$ cat src/rtl/mac_reducer_pkg.sv
// rtl/mac_reducer_pkg.sv - shared types and constants for the MAC result reducer
//
// Contents:
//   state_t          ACCUM (collecting samples) / HOLD (group result presented)
//   SUM_MAX/SUM_MIN  signed 32-bit clamp limits
//   COUNT_W          width of the per-group sample counter and out_count
package mac_reducer_pkg;

  localparam int COUNT_W = 9;

  localparam logic signed [31:0] SUM_MAX = 32'sh7FFF_FFFF;
  localparam logic signed [31:0] SUM_MIN = 32'sh8000_0000;

  typedef enum logic {
    ACCUM = 1'b0,
    HOLD  = 1'b1
  } state_t;

endpackage

$ cat src/rtl/mac_result_reducer_if.sv
// rtl/mac_result_reducer_if.sv - sample-in / group-result-out handshake bundle
//
// Signals:
//   in_valid, in_ready, in_data[31:0], in_last      sample stream into the reducer
//   out_valid, out_ready, out_sum[31:0],
//   out_count[COUNT_W-1:0], out_ovf                 group result stream out
// Modports:
//   master  the side producing samples and consuming results
//   slave   the reducer itself
interface mac_result_reducer_if;

  logic                                 in_valid;
  logic                                 in_ready;
  logic [31:0]                          in_data;
  logic                                 in_last;
  logic                                 out_valid;
  logic                                 out_ready;
  logic [31:0]                          out_sum;
  logic [mac_reducer_pkg::COUNT_W-1:0]  out_count;
  logic                                 out_ovf;

  modport master (
    output in_valid, in_data, in_last, out_ready,
    input  in_ready, out_valid, out_sum, out_count, out_ovf
  );

  modport slave (
    input  in_valid, in_data, in_last, out_ready,
    output in_ready, out_valid, out_sum, out_count, out_ovf
  );

endinterface

$ cat src/rtl/mac_reducer_sat.sv
// rtl/mac_reducer_sat.sv - clamps a wide signed accumulator to signed 32 bits
//
// Ports:
//   acc  in   ACC_W  signed accumulator value
//   sum  out  32     acc clamped to SUM_MIN..SUM_MAX
//   ovf  out  1      set when clamping changed the value
module mac_reducer_sat
  import mac_reducer_pkg::*;
#(
  parameter int ACC_W = 42
) (
  input  logic signed [ACC_W-1:0] acc,
  output logic        [31:0]      sum,
  output logic                    ovf
);

  // Limits sign-extended to accumulator width so the comparison is signed.
  localparam logic signed [ACC_W-1:0] HI = ACC_W'(SUM_MAX);
  localparam logic signed [ACC_W-1:0] LO = ACC_W'(SUM_MIN);

  always_comb begin
    sum = acc[31:0];
    ovf = 1'b0;
    if (acc > HI) begin
      sum = SUM_MAX;
      ovf = 1'b1;
    end else if (acc < LO) begin
      sum = SUM_MIN;
      ovf = 1'b1;
    end
  end

endmodule

$ cat src/rtl/mac_result_reducer.sv
// rtl/mac_result_reducer.sv - sums MAC results into groups and emits one result per group
//
// Parameters:
//   GROUP_LEN  samples per group (1..256); in_last may close a group early
//   ACC_W      accumulator width, at least 32 + clog2(GROUP_LEN)
// Ports:
//   clk  in  clock, rising edge
//   rst  in  asynchronous active-high reset; discards any partial group
//   bus  slave modport of mac_result_reducer_if (sample in, group result out)
// Build option:
//   MAC_REDUCER_SAT_EN  defined: out_sum clamps to signed 32 bits, out_ovf flags it
//                       undefined: out_sum wraps to acc[31:0], out_ovf is 0
module mac_result_reducer
  import mac_reducer_pkg::*;
#(
  parameter int GROUP_LEN = 4,
  parameter int ACC_W     = 42
) (
  input  logic                 clk,
  input  logic                 rst,
  mac_result_reducer_if.slave  bus
);

  state_t                  state;
  state_t                  state_nxt;
  logic signed [ACC_W-1:0] acc;
  logic signed [ACC_W-1:0] acc_sum;
  logic [COUNT_W-1:0]      cnt;
  logic [COUNT_W-1:0]      cnt_inc;
  logic                    accept;
  logic                    close;
  logic [31:0]             conv_sum;
  logic                    conv_ovf;

  // While holding, in_ready follows out_ready so a sample can be taken on the
  // same edge that the pending result leaves.
  assign bus.in_ready  = (state == ACCUM) || bus.out_ready;
  assign bus.out_valid = (state == HOLD);
  assign accept        = bus.in_valid && bus.in_ready;

  // acc/cnt are cleared whenever a group closes, so in HOLD they are already
  // zero and a sample accepted there naturally starts a fresh group.
  assign acc_sum = acc + ACC_W'(signed'(bus.in_data));
  assign cnt_inc = cnt + COUNT_W'(1);
  assign close   = accept && ((cnt_inc == COUNT_W'(GROUP_LEN)) || bus.in_last);

`ifdef MAC_REDUCER_SAT_EN
  mac_reducer_sat #(
    .ACC_W (ACC_W)
  ) u_sat (
    .acc (acc_sum),
    .sum (conv_sum),
    .ovf (conv_ovf)
  );
`else
  assign conv_sum = acc_sum[31:0];
  assign conv_ovf = 1'b0;
`endif

  always_ff @(posedge clk or posedge rst) begin
    if (rst) begin
      state <= ACCUM;
    end else begin
      state <= state_nxt;
    end
  end

  always_comb begin
    state_nxt = state;
    if (close) begin
      state_nxt = HOLD;
    end else if ((state == HOLD) && bus.out_ready) begin
      state_nxt = ACCUM;
    end
  end

  always_ff @(posedge clk or posedge rst) begin
    if (rst) begin
      acc           <= '0;
      cnt           <= '0;
      bus.out_sum   <= '0;
      bus.out_count <= '0;
      bus.out_ovf   <= 1'b0;
    end else if (accept) begin
      if (close) begin
        acc           <= '0;
        cnt           <= '0;
        bus.out_sum   <= conv_sum;
        bus.out_count <= cnt_inc;
        bus.out_ovf   <= conv_ovf;
      end else begin
        acc <= acc_sum;
        cnt <= cnt_inc;
      end
    end
  end

endmodule

$ cat src/flat_wrapper.sv
// flat-port wrapper written by rule: the top's interface ports become plain ports
module mac_result_reducer_flat import mac_reducer_pkg::*;
#(
  parameter int GROUP_LEN = 4,
  parameter int ACC_W     = 42
)
  (clk, rst, bus_in_valid, bus_in_data, bus_in_last, bus_out_ready, bus_in_ready, bus_out_valid, bus_out_sum, bus_out_count, bus_out_ovf);
  mac_result_reducer_if bus_i ();
  input  logic clk;
  input  logic rst;
  input wire logic [$bits(bus_i.in_valid)-1:0] bus_in_valid;
  input wire logic [$bits(bus_i.in_data)-1:0] bus_in_data;
  input wire logic [$bits(bus_i.in_last)-1:0] bus_in_last;
  input wire logic [$bits(bus_i.out_ready)-1:0] bus_out_ready;
  output wire logic [$bits(bus_i.in_ready)-1:0] bus_in_ready;
  output wire logic [$bits(bus_i.out_valid)-1:0] bus_out_valid;
  output wire logic [$bits(bus_i.out_sum)-1:0] bus_out_sum;
  output wire logic [$bits(bus_i.out_count)-1:0] bus_out_count;
  output wire logic [$bits(bus_i.out_ovf)-1:0] bus_out_ovf;
  assign bus_i.in_valid = bus_in_valid;
  assign bus_i.in_data = bus_in_data;
  assign bus_i.in_last = bus_in_last;
  assign bus_i.out_ready = bus_out_ready;
  assign bus_in_ready = bus_i.in_ready;
  assign bus_out_valid = bus_i.out_valid;
  assign bus_out_sum = bus_i.out_sum;
  assign bus_out_count = bus_i.out_count;
  assign bus_out_ovf = bus_i.out_ovf;
  mac_result_reducer #(.GROUP_LEN(GROUP_LEN), .ACC_W(ACC_W)) u_core (.clk(clk), .rst(rst), .bus(bus_i));
endmodule
$ cat config.mk
export PLATFORM = sky130hd
export DESIGN_NAME = mac_result_reducer_flat
export DESIGN_NICKNAME = d
export VERILOG_FILES = /design/src/rtl/mac_reducer_pkg.sv /design/src/rtl/mac_result_reducer_if.sv /design/src/rtl/mac_reducer_sat.sv /design/src/rtl/mac_result_reducer.sv /design/src/flat_wrapper.sv
export SDC_FILE = /design/constraint.sdc
export NUM_CORES = 1
export LEC_CHECK = 0
export BUFFER_PORTS_ARGS = -buffer_cell sky130_fd_sc_hd__clkbuf_2
export CAP_MARGIN = 25
export CORE_ASPECT_RATIO = 2
export CORE_MARGIN = 2
export CORE_UTILIZATION = 60
export CTS_CLUSTER_DIAMETER = 60
export CTS_CLUSTER_SIZE = 25
export DETAILED_ROUTE_END_ITERATION = 8
export HOLD_SLACK_MARGIN = 0.12
export PLACE_DENSITY = 0.91
export SYNTH_ARGS = -nofsm -noshare
export SYNTH_HDL_FRONTEND = slang
export SYNTH_SLANG_ARGS = --single-unit
$ cat constraint.sdc
create_clock -name clk -period 9.6 [get_ports clk]
set_clock_uncertainty 0.1 [all_clocks]
set_input_delay 2.88 -clock clk [delete_from_list [all_inputs] [get_ports clk]]
set_output_delay 2.88 -clock clk [all_outputs]
set_load 0.005 [all_outputs]
==> summary.txt <==
Post-synth ARST share = 100.0%
fin crit share = 64.85%
worst slew pin tran = 0.8937 ns
leakage = 2.823 nW
vias per cell = 6.121
overall overflow remaining after global route = 0
clk sinks = 83
post-synthesis cell area = 4996 um2
final setup TNS = 0 ns
CTS tree = done
reg2reg start = u_core.cnt[0]
Initial Utilization = 61.12%
HP Start = u_core.bus.out_sum[7]
detailed placement HPWL = 9338 um
Slew headroom = 40.42%
Startpoint Class = input pin
P&R area growth vs syn = 15.38%
Final setup viols = 0
initial antenna violation count = 0
row cnt = 47
worst path required time = 6.62 ns
detailed-route DRC error count = 0
min cycle time layout = 6.225 ns
ys flop type = dfrtp_1
reported max-cap violation count = 0
first-pass GRT wire length = 21,230 um
M3 GR Usage = 6.378%
Pins Over Slew Limit = 0
total track usage = 30.93%
Placer Congestion = 0.9385
Yosys cell types = 62
Nets = 689
hold-fix buffers at CTS = 0
Comb pwr share = 49.3%
post-placement cell count = 704
Hold Crit Endpoint = u_core.bus.out_sum[7]
Chip Width = 68.53 um
TritonRoute pass-1 iters = 7
Reg2Reg Capture Point = u_core.bus.out_sum[29]
register area = 2077 um2
grt met1 use = 31.60%
fillers = 611
H-tree depth = 3
total CTS buffers = 9
sequential power share = 31.8%
Reg2Reg Depth = 8
fraction of layout cells with a size suffix above 1 = 21.06%
Post-CTS Setup Repair Bufs = 0
Seq cells post-synth = 83
remaining antenna violation count after routing = 0
diode count = 0
clock-pin slew on the worst setup and hold paths = 0.06 ns
Final Hold Vio Count = 0
Post-Synthesis Cells = 544
Int Power = 1.045 mW
Die ar. = 9117 um2
syn_area_per_cell = 9.184 um2
Seq/Total Area, Yosys = 41.57%
clock latency at the later pin of the worst-skew pair = 0.35 ns
endpoint class of the critical path = primary output
Sw Share = 40.84%
largest net degree at the start of global routing = 84
root buffer cell = clkbuf_16
utilization after layout = 70.52%
vias in the first global route = 4,724
Arrival @ worst endpoint = 3.25 ns
Min-Delay Path Depth = 2
die height = 133.1 um
vias = 4,407
DP Area = 5456 um2
met2 GRT Util = 52.62%
Ports = 81
clock share of power = 18.9%
multi-input logic area = 2785 um2
critical-path maximum fanout = 4
busiest layer in global routing = met2
Post-CTS Resized = 0
final cell count without fillers = 720
power density cells = 306.5 nW/um2
fin area = 5764 um2
syn nets = 615
flop-to-flop setup slack = 6.19 ns
clk buf depth = 2
RSZ-0062 raised after global routing = no
status = completed
initial detailed-routing violation count = 345
Total Wirelength = 12,820 um
Crit Path Class = input pin to primary output
I/O Buffers = 79
Hold Path Class = flop to flop
Post-synth EDFFs = 0
Synth Warn # = 0
Max IR drop VDD = 0.1794 mV
FMAX = 0.1606 GHz
core box area = 8174 um2
switching pwr = 721.4 uW
wire length per cell = 17.80 um
## stage by stage
step / setup slack [ns] / power, mW / hold WS (ns)
final: 3.375 / 1.766 / 0.3720
after floorplan: 3.576 / 1.171 / 0.3526
after global routing: 3.343 / 1.889 / 0.4078
after detailed placement: 3.377 / 1.417 / 0.3612
after global placement: 3.381 / 1.368 / 0.3610
after CTS: 3.375 / 1.754 / 0.3757
## how the worst max path moves through the flow
stage | start | endpoint | slack [ns] | cells after the start
after global routing | bus_out_ready | bus_in_ready | 3.34 | 3
after floorplan | bus_out_ready | bus_in_ready | 3.58 | 1
after global placement | bus_out_ready | bus_in_ready | 3.38 | 3
after CTS | bus_out_ready | bus_in_ready | 3.38 | 3
after detailed placement | bus_out_ready | bus_in_ready | 3.38 | 3
final | bus_out_ready | bus_in_ready | 3.37 | 3
## critical path, stage by stage
cell and delay, ns:
clkbuf_2 0.07, nand2b_1 0.17, clkbuf_2 0.13
## cell usage in the layout (no fill, tap or decap), types with 4 or more instances in the layout
cell type / synthesis / layout
buf_4: 1 / 4
mux2_2: 4 / 4
dfrtp_1: 83 / 83
and2_1: 5 / 5
nor3_1: 6 / 6
nand3_1: 8 / 8
inv_1: 12 / 11
nor2b_1: 5 / 5
and3_1: 7 / 7
a21o_1: 13 / 13
o21ai_0: 59 / 59
o21ai_1: 7 / 7
clkbuf_2: 0 / 79
a22o_1: 10 / 10
nor2_1: 27 / 27
ha_1: 33 / 33
xnor2_1: 22 / 22
xor2_1: 12 / 12
clkbuf_16: 0 / 9
o31ai_1: 10 / 10
nand2_1: 114 / 114
a21oi_1: 32 / 32
## cells in the mapped netlist (2+ instances only)
cell | instances | area (um2)
inv_1 | 12 | 45.04
a21oi_1 | 32 | 160.2
a21oi_2 | 3 | 26.28
o21ai_0 | 59 | 295.3
nand3_1 | 8 | 40.04
and2_1 | 5 | 31.28
a21oi_4 | 2 | 32.53
nor2b_1 | 5 | 31.28
clkbuf_1 | 14 | 52.55
o22ai_1 | 3 | 18.77
nand2_1 | 114 | 427.9
a21o_1 | 13 | 97.59
a22o_1 | 10 | 87.58
o31ai_1 | 10 | 75.07
ha_1 | 33 | 412.9
dfrtp_1 | 83 | 2077
mux2_2 | 4 | 45.04
nand4_1 | 2 | 12.51
o21ai_1 | 7 | 35.03
a22o_2 | 2 | 20.02
a31oi_1 | 2 | 12.51
xnor2_1 | 22 | 192.7
o21a_1 | 3 | 22.52
and3_1 | 7 | 43.79
o221ai_1 | 2 | 17.52
buf_2 | 5 | 25.02
nand2b_1 | 3 | 18.77
nor2_1 | 27 | 101.4
nand3_2 | 2 | 20.02
nor3_1 | 6 | 30.03
a211oi_2 | 2 | 25.02
xor2_1 | 12 | 105.1
## logic make-up (layout without fill, tap and decap cells)
logic type,Yosys count,after routing,synth area share (%)
AO/OA/AOI/OAI,167,167,22.84
XOR/XNOR,35,35,6.411
adder cells (fa/ha/maj),34,34,8.665
buffers and inverters,33,111,2.680
flip-flops,83,83,41.57
multiplexers,5,5,1.202
other,1,1,0.07506
AND/OR/NAND/NOR,186,186,16.55
## power by group through the flow
stage | combinational [mW] | sequential [mW] | clock (mW)
floorplan | 0.618 | 0.553 | 0
global placement | 0.811 | 0.557 | 0
detailed placement | 0.852 | 0.566 | 0
CTS | 0.861 | 0.561 | 0.332
global route | 0.962 | 0.577 | 0.350
finish | 0.871 | 0.562 | 0.333
## layer usage
| metal | part of all wire (%) | routed length, um | vias up |
|---|---|---|---|
| met1 | 34 | 4382 | 2114 |
| met5 | 0 | 0 | - |
| met3 | 5.0 | 644 | 55 |
| met4 | 5.9 | 750 | 0 |
| li1 | - | - | 2059 |
| met2 | 55 | 7037 | 179 |
## final cells by class
| type | instances | area share, % |
|---|---|---|
| clock buffers | 13 | 4.689 |
| clock inverters | 2 | 0.1736 |
| inverters | 12 | 0.8031 |
| multi-input cells | 428 | 48.32 |
| flip-flops and latches | 83 | 36.03 |
| well taps | 98 | 2.127 |
| repair buffers | 84 | 7.858 |
## registers in the layout, summed over array words and instances, names as in the netlist
signal,count
u_core.acc,32
u_core.cnt,9
u_core.bus.out_sum,32
u_core.bus.out_valid,1
u_core.bus.out_count,9
No activity file was read; power rests on OpenSTA's default activity.
